[config.mk]
export PLATFORM = sky130hd
export DESIGN_NAME = ram_arbiter
export DESIGN_NICKNAME = d
export VERILOG_FILES = /design/src/rtl/ram_arbiter.sv
export SDC_FILE = /design/constraint.sdc
export NUM_CORES = 1
export LEC_CHECK = 0
export ABC_AREA = 1
export BUFFER_PORTS_ARGS = -buffer_cell sky130_fd_sc_hd__buf_2
export CAP_MARGIN = 20
export CORE_MARGIN = 5
export CORE_UTILIZATION = 46
export DETAILED_ROUTE_END_ITERATION = 10
export PLACE_DENSITY = 0.95
export REMOVE_ABC_BUFFERS = 1
export SLEW_MARGIN = 5
export SYNTH_ARGS = -nofsm -noshare
export SYNTH_HDL_FRONTEND = slang
export SYNTH_SLANG_ARGS = --single-unit
[constraint.sdc]
create_clock -name clk -period 3.7 [get_ports clk]
set_input_delay 0.74 -clock clk [delete_from_list [all_inputs] [get_ports clk]]
set_output_delay 0.74 -clock clk [all_outputs]
set_load 0.01 [all_outputs]
[src/rtl/ram_arbiter.sv]
// ram_arbiter: shares one single-port word RAM between a CPU data port (m0)
// and a DMA/loader engine (m1). Round-robin arbitration with an optional bus
// lock for back-to-back bursts. While the other side is waiting, a lock is
// bounded to MAX_LOCK consecutive grants. Read data returns registered, one
// cycle after the grant.
module ram_arbiter #(
  parameter int ADDR_W   = 15,
  parameter int MAX_LOCK = 8
) (
  input  logic              clk,
  input  logic              rst_n,

  input  logic              m0_req,
  input  logic [ADDR_W-1:0] m0_addr,
  input  logic [31:0]       m0_wdata,
  input  logic [3:0]        m0_wstrb,
  input  logic              m0_lock,
  output logic              m0_gnt,
  output logic [31:0]       m0_rdata,
  output logic              m0_rvalid,

  input  logic              m1_req,
  input  logic [ADDR_W-1:0] m1_addr,
  input  logic [31:0]       m1_wdata,
  input  logic [3:0]        m1_wstrb,
  input  logic              m1_lock,
  output logic              m1_gnt,
  output logic [31:0]       m1_rdata,
  output logic              m1_rvalid,

  output logic [ADDR_W-1:0] ram_addr,
  output logic [31:0]       ram_wdata,
  output logic [3:0]        ram_wenable,
  input  logic [31:0]       ram_rdata
);

  typedef enum logic [1:0] {
    IDLE = 2'd0,
    OWN0 = 2'd1,
    OWN1 = 2'd2
  } state_e;

  localparam logic [7:0] LOCK_MAX = 8'(MAX_LOCK);

  state_e      state_q, state_d;
  logic        last_q, last_d;     // requester granted most recently
  logic [7:0]  cnt_q, cnt_d;       // consecutive grants to the current owner

  logic        own_sel;            // which requester owns the bus in OWNx
  logic        own_req;
  logic        oth_req;
  logic        own_lock;
  logic        grant_any;
  logic        grant_sel;          // 0 = m0, 1 = m1 (meaningful when grant_any)

  logic        m0_rd, m1_rd;       // a read is being performed this cycle

  logic        m0_rvalid_q, m1_rvalid_q;
  logic [31:0] m0_rdata_q, m1_rdata_q;

  // Arbitration: pick this cycle's grant and the next arbiter state.
  always_comb begin
    state_d   = state_q;
    last_d    = last_q;
    cnt_d     = cnt_q;
    grant_any = 1'b0;
    grant_sel = 1'b0;
    own_sel   = (state_q == OWN1);
    own_req   = own_sel ? m1_req  : m0_req;
    oth_req   = own_sel ? m0_req  : m1_req;
    own_lock  = own_sel ? m1_lock : m0_lock;

    if ((state_q != IDLE) && own_req) begin
      grant_any = 1'b1;
      if ((cnt_q >= LOCK_MAX) && oth_req) begin
        // Fairness bound reached with the other side waiting: hand it the
        // bus for this cycle and drop back to round-robin.
        grant_sel = ~own_sel;
        state_d   = IDLE;
        cnt_d     = 8'd0;
      end else begin
        grant_sel = own_sel;
        if (own_lock) begin
          // Saturates rather than wraps so an uncontested lock never
          // loses its bound.
          cnt_d = (cnt_q >= LOCK_MAX) ? LOCK_MAX : cnt_q + 8'd1;
        end else begin
          state_d = IDLE;
          cnt_d   = 8'd0;
        end
      end
    end else begin
      // No owner (or the owner dropped its request): plain round-robin.
      state_d = IDLE;
      cnt_d   = 8'd0;
      if (m0_req || m1_req) begin
        grant_any = 1'b1;
        grant_sel = (m0_req && m1_req) ? ~last_q : m1_req;
        if (grant_sel ? m1_lock : m0_lock) begin
          state_d = grant_sel ? OWN1 : OWN0;
          cnt_d   = 8'd1;
        end
      end
    end

    if (grant_any) begin
      last_d = grant_sel;
    end
  end

  // Grants are suppressed while reset is held so nothing reaches the RAM.
  assign m0_gnt = rst_n & grant_any & ~grant_sel;
  assign m1_gnt = rst_n & grant_any &  grant_sel;

  // RAM mux: requester 0 is the default path when nobody is granted.
  assign ram_addr    = m1_gnt ? m1_addr  : m0_addr;
  assign ram_wdata   = m1_gnt ? m1_wdata : m0_wdata;
  assign ram_wenable = m0_gnt ? m0_wstrb : (m1_gnt ? m1_wstrb : 4'h0);

  assign m0_rd = m0_gnt && (m0_wstrb == 4'h0);
  assign m1_rd = m1_gnt && (m1_wstrb == 4'h0);

  // Arbiter state register; requester 0 wins the first contested cycle.
  always_ff @(posedge clk or negedge rst_n) begin
    if (!rst_n) begin
      state_q <= IDLE;
      last_q  <= 1'b1;
      cnt_q   <= 8'd0;
    end else begin
      state_q <= state_d;
      last_q  <= last_d;
      cnt_q   <= cnt_d;
    end
  end

  // Read return: capture RAM data at the grant edge, pulse valid one cycle.
  always_ff @(posedge clk or negedge rst_n) begin
    if (!rst_n) begin
      m0_rvalid_q <= 1'b0;
      m1_rvalid_q <= 1'b0;
      m0_rdata_q  <= 32'h0;
      m1_rdata_q  <= 32'h0;
    end else begin
      m0_rvalid_q <= m0_rd;
      m1_rvalid_q <= m1_rd;
      if (m0_rd) begin
        m0_rdata_q <= ram_rdata;
      end
      if (m1_rd) begin
        m1_rdata_q <= ram_rdata;
      end
    end
  end

  assign m0_rvalid = m0_rvalid_q;
  assign m1_rvalid = m1_rvalid_q;
  assign m0_rdata  = m0_rdata_q;
  assign m1_rdata  = m1_rdata_q;

endmodule

==> key figures <==
Min path
  • HP Class: register to register
  • Hold Path Stages: 2

Global route
  • Initial antenna violation count: 2
  • Vias in the first global route: about 4.4k
  • Overflow after GRT: 0
  • First-pass GRT wire length: 24,200 um
  • Pin count of the biggest net entering global routing: between 70 and 80
  • Total GRT Usage: 0.309

STA
  • Min Clock Period, post-route: between 3 and 4 ns
  • PnR worst setup slack: roughly 0.44 ns
  • Final setup fails: 0
  • Fmax: slightly above 0.3 GHz
  • Final Skew: between 0.01 and 0.015 ns
  • RSZ-0062 raised after global routing: false
  • Max-slew violations: 0
  • Tcrit/Tclk final: 0.880
  • Least-Margin Pin Slew: roughly 0.95 ns
  • Final Hold Vio Count: 0
  • Slew headroom: 0.367

Route
  • Post-route ant nets: 0
  • Vias: roughly 4.7k
  • Total wire length: 16,700 um
  • Initial drt markers: 464
  • Via density per instance: between 5 and 6
  • Drt drc: 0
  • 1st-pass router iterations: 5
  • WL/cell: approximately 19 um

Layout
  • Fin nets: 908
  • FILL cells: a little over 700
  • Final core utilization: 0.661
  • Area Growth Syn to Fin: 38.8%
  • Multi-input gate area in the final layout: approximately 1800 um2
  • Fraction of layout cells with a size suffix above 1: 0.388
  • Non-filler cells, final: 876
  • N_diodes: 0
  • Sequential cell area: roughly 1900 um2
  • Final std cell area, no fill: about 5500 um2

Power
  • Sw frac: 0.371
  • Leak: ~3.4 nW
  • Maximum vdd ir drop: roughly 0.17 mV
  • Total power: between 2 and 2.5 mW
  • Net Sw Power: around 930 uW
  • Power Dens Cells: approximately 460 nW/um2
  • Power share of the clock group: 0.214
  • Sequential power share: 0.439
  • Internal Power: between 1.5 and 2 mW
  • Comb power frac: 0.346

Clock network
  • Clk_lat worst skew: 0.33 ns
  • Total CTS buffers: 9
  • CTS Hold Bufs: 0
  • CTS resizes: 0
  • TritonCTS Sinks: 77
  • Setup bufs post-CTS: 0
  • Clock buffer depth: 2
  • CTS tree: done
  • Reg clk slew, reported paths: ~0.080 ns
  • H-tree depth: 3
  • CTS Root Buffer Type: clkbuf_8

Synth
  • Avg Synthesized Cell Area: roughly 7.6 um2
  • Count of cell types in the netlist: 29
  • Register area share after synthesis: 0.490
  • Cell count after synthesis: between 500 and 600
  • Synth warn: 0
  • Synth Cell Area: roughly 3900 um2
  • Yosys reg bits: a little under 80

Run status
  • Status: complete, no violations

Setup path
  • Path depth of the worst reg2reg path: 9
  • Critical Path Source Type: register
  • Signal arrival time at the worst endpoint: ~2.5 ns
  • CP Class: register to output pin
  • Critical path peak fanout: 47
  • Crit end category: output pin
  • CP Data Required Time: between 2 and 3 ns

Placed design
  • Hpwl dp: 13,100 um
  • DP Worst Slack: 0.549 ns
  • Count of input and output buffers: between 200 and 300
  • Routability cong.: ~0.94
  • DP Cell Count: 860
  • Area after DPL: ~5300 um2

Die
  • Starting density of the core: 0.476
  • Core Area: approximately 8300 um2
  • # rows: 33
  • I/O Pins: approximately 260
  • Die height: 102 um
  • Die width: slightly above 100 um
  • Area of the die: about 10,000 um2

Flow run
  • Max Cap Viol: 0
==> power groups by stage <==
stage	Combinational [mW]	Clock, mW	Sequential [mW]
after detailed placement	0.864	0	1.11
after floorplan	0.317	0	1.18
after global placement	0.844	0	1.10
after global routing	0.944	0.572	1.12
final	0.866	0.535	1.10
after CTS	0.870	0.542	1.10
==> area by class of cell <==
class,count,share of cell area
clock inverter,5,0.00527
inverter,13,0.00894
clock buffer,11,0.0241
multi-input combinational,396,0.330
tap,105,0.0241
sequential,77,0.353
timing repair buffer,269,0.254
==> kinds of logic (layout without fill, tap and decap cells) <==
group                    Yosys count  count (layout)  share of synthesized area
AND/OR/NAND/NOR                  380             380                      0.422
flip-flops                        77              77                      0.490
buffers and inverters             48             298                     0.0589
AO/OA/AOI/OAI                      9               9                     0.0188
adder cells (fa/ha/maj)            2               2                    0.00636
other                              1               4                   0.000954
XOR/XNOR                           1               1                    0.00223
==> worst paths after layout <==
kind                              start           end  slack [ns]
max                            cnt_q[6]   ram_addr[2]        0.44
max reg2reg                    cnt_q[6]   m1_rdata[6]        1.12
min reg2reg                m1_rdata[26]  m1_rdata[26]        0.47
max in group asynchronous         rst_n   m1_rdata[0]        2.45
min in group asynchronous         rst_n   m1_rdata[5]        0.64
min                        m1_rdata[26]  m1_rdata[26]        0.47
==> registers in the layout (all words and copies together) (netlist names) <==
| register | flops |
|---|---|
| m0_rdata | 32 |
| m1_rdata | 32 |
| state_q | 2 |
| m0_rvalid | 1 |
| last_q | 1 |
| m1_rvalid | 1 |
| cnt_q | 8 |
==> stage by stage <==
stage / hold WS [ns] / TNS (ns)
after floorplan: 0.444 / -7.39
after global placement: 0.448 / 0
after detailed placement: 0.454 / 0
after CTS: 0.472 / 0
after global routing: 0.480 / 0
final: 0.470 / 0
==> metal layers <==
metal | up-vias | share of wire | track usage
met4 | 4 | 0.036 | 0.123
li1 | 2176 | - | -
met2 | 349 | 0.47 | 0.478
met1 | 2148 | 0.36 | 0.409
met3 | 39 | 0.13 | 0.0867
met5 | - | 0.0013 | 0
==> synthesized netlist by cell type <==
library cell,instances,area [um2]
nand2_1,288,1080
dfrtp_1,76,1900
nand4_1,64,400
clkbuf_1,16,60.1
buf_2,14,70.1
inv_1,10,37.5
nand3_1,8,40.0
nor2_1,7,26.3
buf_6,4,45.0
nand2_2,4,25.0
inv_2,3,11.3
a21oi_1,2,10.0
a21oi_4,2,32.5
ha_1,2,25.0
nor3_1,2,10.0
nor4_2,2,25.0
o21ai_0,2,10.0
a21boi_1,1,7.51
buf_4,1,7.51
conb_1,1,3.75
dfstp_2,1,26.3
nand2_4,1,11.3
nand3_2,1,10.0
nand3b_1,1,7.51
nand4_2,1,12.5
nor2_4,1,11.3
o211ai_1,1,7.51
o22ai_1,1,6.26
xnor2_1,1,8.76
==> cells in the final DEF (no fill, tap or decap), types with 2 or more instances in the layout <==
master    netlist  final
buf_2          14    257
nand2_1       288    288
nand2_2         4      4
o21ai_0         2      2
nor4_4          0      2
conb_1          1      4
inv_1          10     10
nor2_1          7      7
nand4_1        64     64
dfrtp_1        76     76
nand3_1         8      8
a21oi_4         2      2
clkinv_2        0      4
clkbuf_8        0      9
a21oi_1         2      2
buf_4           1     11
ha_1            2      2
clkbuf_1       16      2
inv_2           3      3
nor3_1          2      2
==> critical path, cell delays in order, from the launching register on <==
cell and delay (ns):
dfrtp_1 0.36, nor2_1 0.11, nand3b_1 0.20, nand2_1 0.19, nand2_2 0.09, nand2_2 0.12
nand2_4 0.06, nand2_2 0.06, buf_4 0.41, nand2_1 0.30, nand2_1 0.13, buf_2 0.13
(Power assumes the default switching activity.)
